===== config.mk =====
export PLATFORM = sky130hd
export DESIGN_NAME = subservient_uart_loader
export DESIGN_NICKNAME = d
export VERILOG_FILES = /design/src/rtl/subservient_uart_loader.sv
export SDC_FILE = /design/constraint.sdc
export NUM_CORES = 1
export LEC_CHECK = 0
export CAP_MARGIN = 10
export CELL_PAD_IN_SITES_DETAIL_PLACEMENT = 0
export CELL_PAD_IN_SITES_GLOBAL_PLACEMENT = 2
export CORE_ASPECT_RATIO = 1.2
export CORE_MARGIN = 5
export CORE_UTILIZATION = 38
export CTS_BUF_LIST = sky130_fd_sc_hd__clkbuf_16
export DETAILED_ROUTE_END_ITERATION = 12
export PLACE_DENSITY_LB_ADDON = 0.1
export SLEW_MARGIN = 20
export SYNTH_ARGS = -nofsm -noshare
export SYNTH_HDL_FRONTEND = slang
export SYNTH_SLANG_ARGS = --single-unit

===== constraint.sdc =====
create_clock -name i_clk -period 4.1 [get_ports i_clk]
set_input_delay 0.615 -clock i_clk [delete_from_list [all_inputs] [get_ports i_clk]]
set_output_delay 0.615 -clock i_clk [all_outputs]
set_load 0.05 [all_outputs]

===== src/rtl/subservient_uart_loader.sv =====
// subservient_uart_loader: UART 8N1 receiver that writes little-endian words over debug Wishbone, then releases the core.
// Optional idle-line early release when SUBSERVIENT_LOADER_TIMEOUT_EN is defined.
module subservient_uart_loader #(
    parameter int CLK_DIV        = 868,
    parameter int NUM_WORDS      = 128,
    parameter int TIMEOUT_CYCLES = 1000000
) (
    input  logic        i_clk,
    input  logic        i_rst_n,
    input  logic        i_rx,
    output logic        o_debug_mode,
    output logic [31:0] o_wb_dbg_adr,
    output logic [31:0] o_wb_dbg_dat,
    output logic [3:0]  o_wb_dbg_sel,
    output logic        o_wb_dbg_we,
    output logic        o_wb_dbg_stb,
    input  logic        i_wb_dbg_ack,
    output logic        o_done,
    output logic        o_err
);
    localparam int CW = $clog2(CLK_DIV);
    localparam int IW = $clog2(NUM_WORDS + 1);
    typedef enum logic [1:0] {RX_IDLE, RX_START, RX_DATA, RX_STOP} rx_state_t;
    typedef enum logic [1:0] {S_LOAD, S_WRITE, S_DONE} ld_state_t;
    rx_state_t rx_state, rx_next;
    ld_state_t ld_state, ld_next;
    logic rx_s1, rx_s2, rx_q;
    logic [CW-1:0] cnt;
    logic [2:0] bit_idx;
    logic [7:0] sh;
    logic [1:0] byte_cnt;
    logic [23:0] word;
    logic [IW-1:0] idx;
    logic tick, byte_ok, frame_err, word_done, timeout;
    assign tick = cnt == '0;
    assign word_done = byte_ok && byte_cnt == 2'd3;
    assign o_wb_dbg_stb = ld_state == S_WRITE;
    assign o_wb_dbg_we = o_wb_dbg_stb;
    assign o_wb_dbg_sel = 4'hf;
    assign o_debug_mode = ld_state != S_DONE;
    assign o_done = ld_state == S_DONE;
    always_comb begin
        rx_next = rx_state;
        byte_ok = 1'b0;
        frame_err = 1'b0;
        case (rx_state)
            RX_IDLE:  if (rx_q && !rx_s2 && ld_state != S_DONE) rx_next = RX_START;
            RX_START: if (tick) rx_next = rx_s2 ? RX_IDLE : RX_DATA;
            RX_DATA:  if (tick && bit_idx == 3'd7) rx_next = RX_STOP;
            RX_STOP: begin
                if (tick) begin
                    rx_next = RX_IDLE;
                    byte_ok = rx_s2 && ld_state != S_DONE;
                    frame_err = !rx_s2 && ld_state != S_DONE;
                end
            end
            default: rx_next = RX_IDLE;
        endcase
    end
    always_ff @(posedge i_clk or negedge i_rst_n) begin
        if (!i_rst_n) begin
            rx_s1 <= 1'b1;
            rx_s2 <= 1'b1;
            rx_q <= 1'b1;
            rx_state <= RX_IDLE;
            cnt <= '0;
            bit_idx <= '0;
            sh <= '0;
        end else begin
            rx_s1 <= i_rx;
            rx_s2 <= rx_s1;
            rx_q <= rx_s2;
            rx_state <= rx_next;
            cnt <= (rx_state == RX_IDLE) ? CW'(CLK_DIV / 2 - 1) : tick ? CW'(CLK_DIV - 1) : cnt - CW'(1);
            if (rx_state == RX_START) begin
                bit_idx <= '0;
            end else if (rx_state == RX_DATA && tick) begin
                sh <= {rx_s2, sh[7:1]};
                bit_idx <= bit_idx + 3'd1;
            end
        end
    end
    always_comb begin
        ld_next = ld_state;
        case (ld_state)
            S_LOAD:  ld_next = word_done ? S_WRITE : timeout ? S_DONE : S_LOAD;
            S_WRITE: if (i_wb_dbg_ack) ld_next = (idx == IW'(NUM_WORDS - 1)) ? S_DONE : S_LOAD;
            default: ld_next = ld_state;
        endcase
    end
    always_ff @(posedge i_clk or negedge i_rst_n) begin
        if (!i_rst_n) begin
            ld_state <= S_LOAD;
            idx <= '0;
            byte_cnt <= '0;
            word <= '0;
            o_wb_dbg_adr <= '0;
            o_wb_dbg_dat <= '0;
            o_err <= 1'b0;
        end else begin
            ld_state <= ld_next;
            if (timeout)
                byte_cnt <= '0;
            else if (byte_ok)
                byte_cnt <= byte_cnt + 2'd1;
            if (byte_ok && byte_cnt != 2'd3)
                word[{byte_cnt, 3'b000} +: 8] <= sh;
            if (word_done && ld_state == S_LOAD) begin
                o_wb_dbg_dat <= {sh, word};
                o_wb_dbg_adr <= 32'({idx, 2'b00});
            end
            // A word finishing while the previous write is still pending has nowhere to go
            if ((word_done && ld_state == S_WRITE) || frame_err)
                o_err <= 1'b1;
            if (ld_state == S_WRITE && i_wb_dbg_ack)
                idx <= idx + IW'(1);
        end
    end
`ifdef SUBSERVIENT_LOADER_TIMEOUT_EN
    localparam int TW = $clog2(TIMEOUT_CYCLES + 1);
    logic [TW-1:0] tcnt;
    logic idle_ok;
    assign idle_ok = ld_state == S_LOAD && idx != '0 && rx_state == RX_IDLE && rx_s2;
    assign timeout = idle_ok && tcnt == TW'(TIMEOUT_CYCLES - 1);
    always_ff @(posedge i_clk or negedge i_rst_n) begin
        if (!i_rst_n)
            tcnt <= '0;
        else
            tcnt <= idle_ok ? tcnt + TW'(1) : '0;
    end
`else
    assign timeout = 1'b0;
`endif
endmodule


==> flow_metrics.env <==
export IMPL_status="finished clean"
export IMPL_clock_tree_htree_level_count=3
export IMPL_worstPathCellList="inv_1 > nand2_1 > inv_1 > clkdlybuf4s50_1"
export IMPL_placement_setup_worst_slack_ns=1.59
export IMPL_gr_usage_met2_pct=20.8
export IMPL_finalNetCount=439
export IMPL_grt_use_met3_pct=3.82
export IMPL_critPathMostFrequentCell="inv_1"
export IMPL_share_of_final_layout_standard_cells_stronger_than_drive_strength_1_pct=18.4
export IMPL_drt_pass_1_iters=4
export IMPL_drtIter0Drc=52
export IMPL_skew_ns=0.0107
export IMPL_grt_antenna_before_repair=0
export IMPL_intPower_mw=1.66
export IMPL_synth_seq_area_share_pct=55.8
export IMPL_sequentialPowerShare_pct=50.2
export IMPL_cts_max_path_buffers=2
export IMPL_r2r_end="word[12]$_DFFE_PN0P_"
export IMPL_die_h_um=131
export IMPL_top_usage_layer="met2"
export IMPL_initial_core_util_pct=38.5
export IMPL_detail_route_vias_per_cell=4.58
export IMPL_finalSetupViolCount=0
export IMPL_syn_area_per_cell_um2=12.3
export IMPL_vias=2704
export IMPL_top_level_ports=77
export IMPL_layout_area_overhead_vs_synth_pct=17.7
export IMPL_grtUsageTotal_pct=12.5
export IMPL_synthesis_area_um2=4620
export IMPL_synth_cell_types=39
export IMPL_timing_critical_path_fanout_max=5
export IMPL_synth_enable_flop_cells=0
export IMPL_achievable_frequency_mhz=397
export IMPL_root_buf_cell="clkbuf_16"
export IMPL_tritoncts="yes"
export IMPL_drt_antenna_violating_nets=0
export IMPL_grt_setup_unrepaired="false"
export IMPL_p_comb_share_pct=9.3
export IMPL_hold_class="reg -> reg"
export IMPL_final_period_minus_worst_setup_slack_ns=2.52
export IMPL_slowest_delay_ns=0.81
export IMPL_clk_pin_slew_worst_paths_ns=0.07
export IMPL_antenna_diode_count=0
export IMPL_synthFlopType="dfrtp_1"
export IMPL_p_leak_nw=2.71
export IMPL_nFillCells=1181
export IMPL_place_gp_congestion=0.709
export IMPL_irDropWorstVdd_mv=0.198
export IMPL_floorplan_rows=44
export IMPL_synth_warning_count=0
export IMPL_source_of_the_worst_hold_timing_path="rx_s1$_DFF_PN1_"
export IMPL_cts_repair_resized=0
export IMPL_setup_worst_path_end_class="primary output"
export IMPL_number_of_global_route_vias_before_repair=2788
export IMPL_rrSetupSlack_ns=1.61
export IMPL_first_pass_grt_wire_length_um=14400
export IMPL_numClockSinks=103
export IMPL_post_cts_setup_buffer_count=0
export IMPL_highest_delay_cell_along_the_critical_path="clkdlybuf4s50_1"
export IMPL_timing_final_max_slew_violations=0
export IMPL_tritoncts_num_buffers=9
export IMPL_r2r_start="cnt[0]$_DFF_PN0_"
export IMPL_place_hpwl_um=5920
export IMPL_portBuffers=48
export IMPL_swShare_pct=24.9
export IMPL_design_die_area_um2=14500
export IMPL_grtUsageMet1_pct=15.8
export IMPL_drt_total_wl_um=8660
export IMPL_chipWidth_um=111
export IMPL_ws_path_type="reg -> out"
export IMPL_reg2regPathDepth=7
export IMPL_synthCells=377
export IMPL_globalRoute_totalOverflow=0
export IMPL_cellPowerDensity_nw_per_um2=406
export IMPL_min_delay_worst_endpoint="rx_s2$_DFF_PN1_"
export IMPL_detail_route_wl_per_cell_um=14.7
export IMPL_worstSetupStartpointType="flip-flop"
export IMPL_timing_max_cap_violations=0
export IMPL_clkLatencyLatePin_ns=0.34
export IMPL_grt_start_max_net_pins=74
export IMPL_hold_viol_final=0
export IMPL_ys_async_sr_fraction_pct=100
export IMPL_leading_cell_type_in_the_layout_fill_and_taps_excluded="dfrtp_1"
export IMPL_count_of_hold_fix_buffers_inserted_at_cts=0
export IMPL_core_um2=12000
export IMPL_most_common_layout_cells="dfrtp_1 (100), mux2_2 (51), clkdlybuf4s50_1 (47)"
export IMPL_power_switching_mw=0.550
export IMPL_remaining_drc_errors=0
export IMPL_timing_worst_slew_pin_value_ns=0.999
export IMPL_finalSetupTns_ns=0
export IMPL_critPathRequiredTime_ns=3.48
export IMPL_synth_seq_cells=103
export IMPL_whs_path_depth=0
export IMPL_worst_slack_ns=1.58
export IMPL_crit_arrival_ns=1.90
export IMPL_slew_limit_headroom_pct=33.3
export IMPL_layout_worst_path_cycle_share_pct=61.5
export IMPL_power_share_clock_pct=40.5
-- critical path, delay by kind of cell (launching register included) --
family / cells / cell delay (ns)
flops: 1 / 0.42
buf+inv: 3 / 1.04
simple gates: 1 / 0.11
-- state kept, by name, summed over array words and instances, names as in the netlist, named ones only --
signal and flops:
ld_state 2, byte_cnt 2, o_wb_dbg_dat 32, idx 8
rx_s2 1, rx_state 1, sh 8, o_err 1
rx_s1 1, cnt 10, bit_idx 3, o_wb_dbg_adr 8
word 24, rx_q 1
-- synthesized netlist by cell type (all sizes together) (4+ instances only) --
library cell,count,area [µm²]
ha,10,125
nor3b,4,30.0
clkbuf,7,26.3
a21oi,4,20.0
nand2,36,135
inv,31,116
nor2,12,45.0
buf,34,274
mux2i,24,240
xnor2,8,70.1
nand3,8,40.0
dfrtp,100,2500
mux2,51,574
nor3,4,31.3
xor2,6,52.6
nand4,5,46.3
-- layout make-up --
cell class	instances	area, µm²	share of cell area, %
sequential	103	2580	47.4
clock inverter	6	86.3	1.59
inverter	31	116	2.14
timing repair buffer	52	508	9.33
multi-input combinational	228	1720	31.7
tap	161	201	3.70
clock buffer	9	225	4.14
-- power groups by stage --
stage / clock (mW) / combinational, mW / sequential (mW)
floorplan: 0 / 0.185 / 1.11
global route: 0.970 / 0.233 / 1.11
detailed placement: 0 / 0.208 / 1.13
CTS: 0.924 / 0.210 / 1.11
finish: 0.894 / 0.206 / 1.11
global placement: 0 / 0.213 / 1.12
-- cell families after synthesis --
family	Yosys count	share of synthesized area [%]
AND/OR/NAND/NOR	85	9.79
AO/OA/AOI/OAI	16	2.25
adder cells (fa/ha/maj)	10	2.71
multiplexers	75	17.6
flip-flops	103	55.8
other	2	0.162
XOR/XNOR	14	2.65
buffers and inverters	72	9.01
-- worst max path at each step --
stage,start,end,slack (ns),cells past startpoint
3_3_place_gp,cnt[0]$_DFF_PN0_,word[12]$_DFFE_PN0P_,1.66,7
3_5_place_dp,cnt[0]$_DFF_PN0_,word[19]$_DFFE_PN0P_,1.59,7
4_1_cts,ld_state[0]$_DFFE_PN0P_,o_done,1.55,4
2_1_floorplan,ld_state[0]$_DFFE_PN0P_,o_wb_dbg_adr[7]$_DFFE_PN0P_,1.80,7
6_report,ld_state[0]$_DFFE_PN0P_,o_done,1.58,4
5_1_grt,cnt[0]$_DFF_PN0_,word[19]$_DFFE_PN0P_,1.40,7
-- metal layers --
metal  vias to the layer above  part of all wire [%]
li1                       1294                     -
met1                      1356                    45
met2                        47                    50
met3                         7                   3.8
met4                         0                   1.3
met5                         -                     0
-- metrics by stage --
step | area [µm²] | hold WS, ns | util, % | cells | power, mW
final | 5440 | 0.357 | 45.4 | 590 | 2.21
after global routing | 5440 | 0.359 | 45.4 | 590 | 2.32
after CTS | 5440 | 0.357 | 45.4 | 590 | 2.24
after detailed placement | 5130 | 0.347 | 42.8 | 575 | 1.34
after global placement | 5130 | 0.346 | 42.8 | 575 | 1.34
after floorplan | 4720 | 0.319 | - | 403 | 1.30
Power figures use the tool's default switching activity.
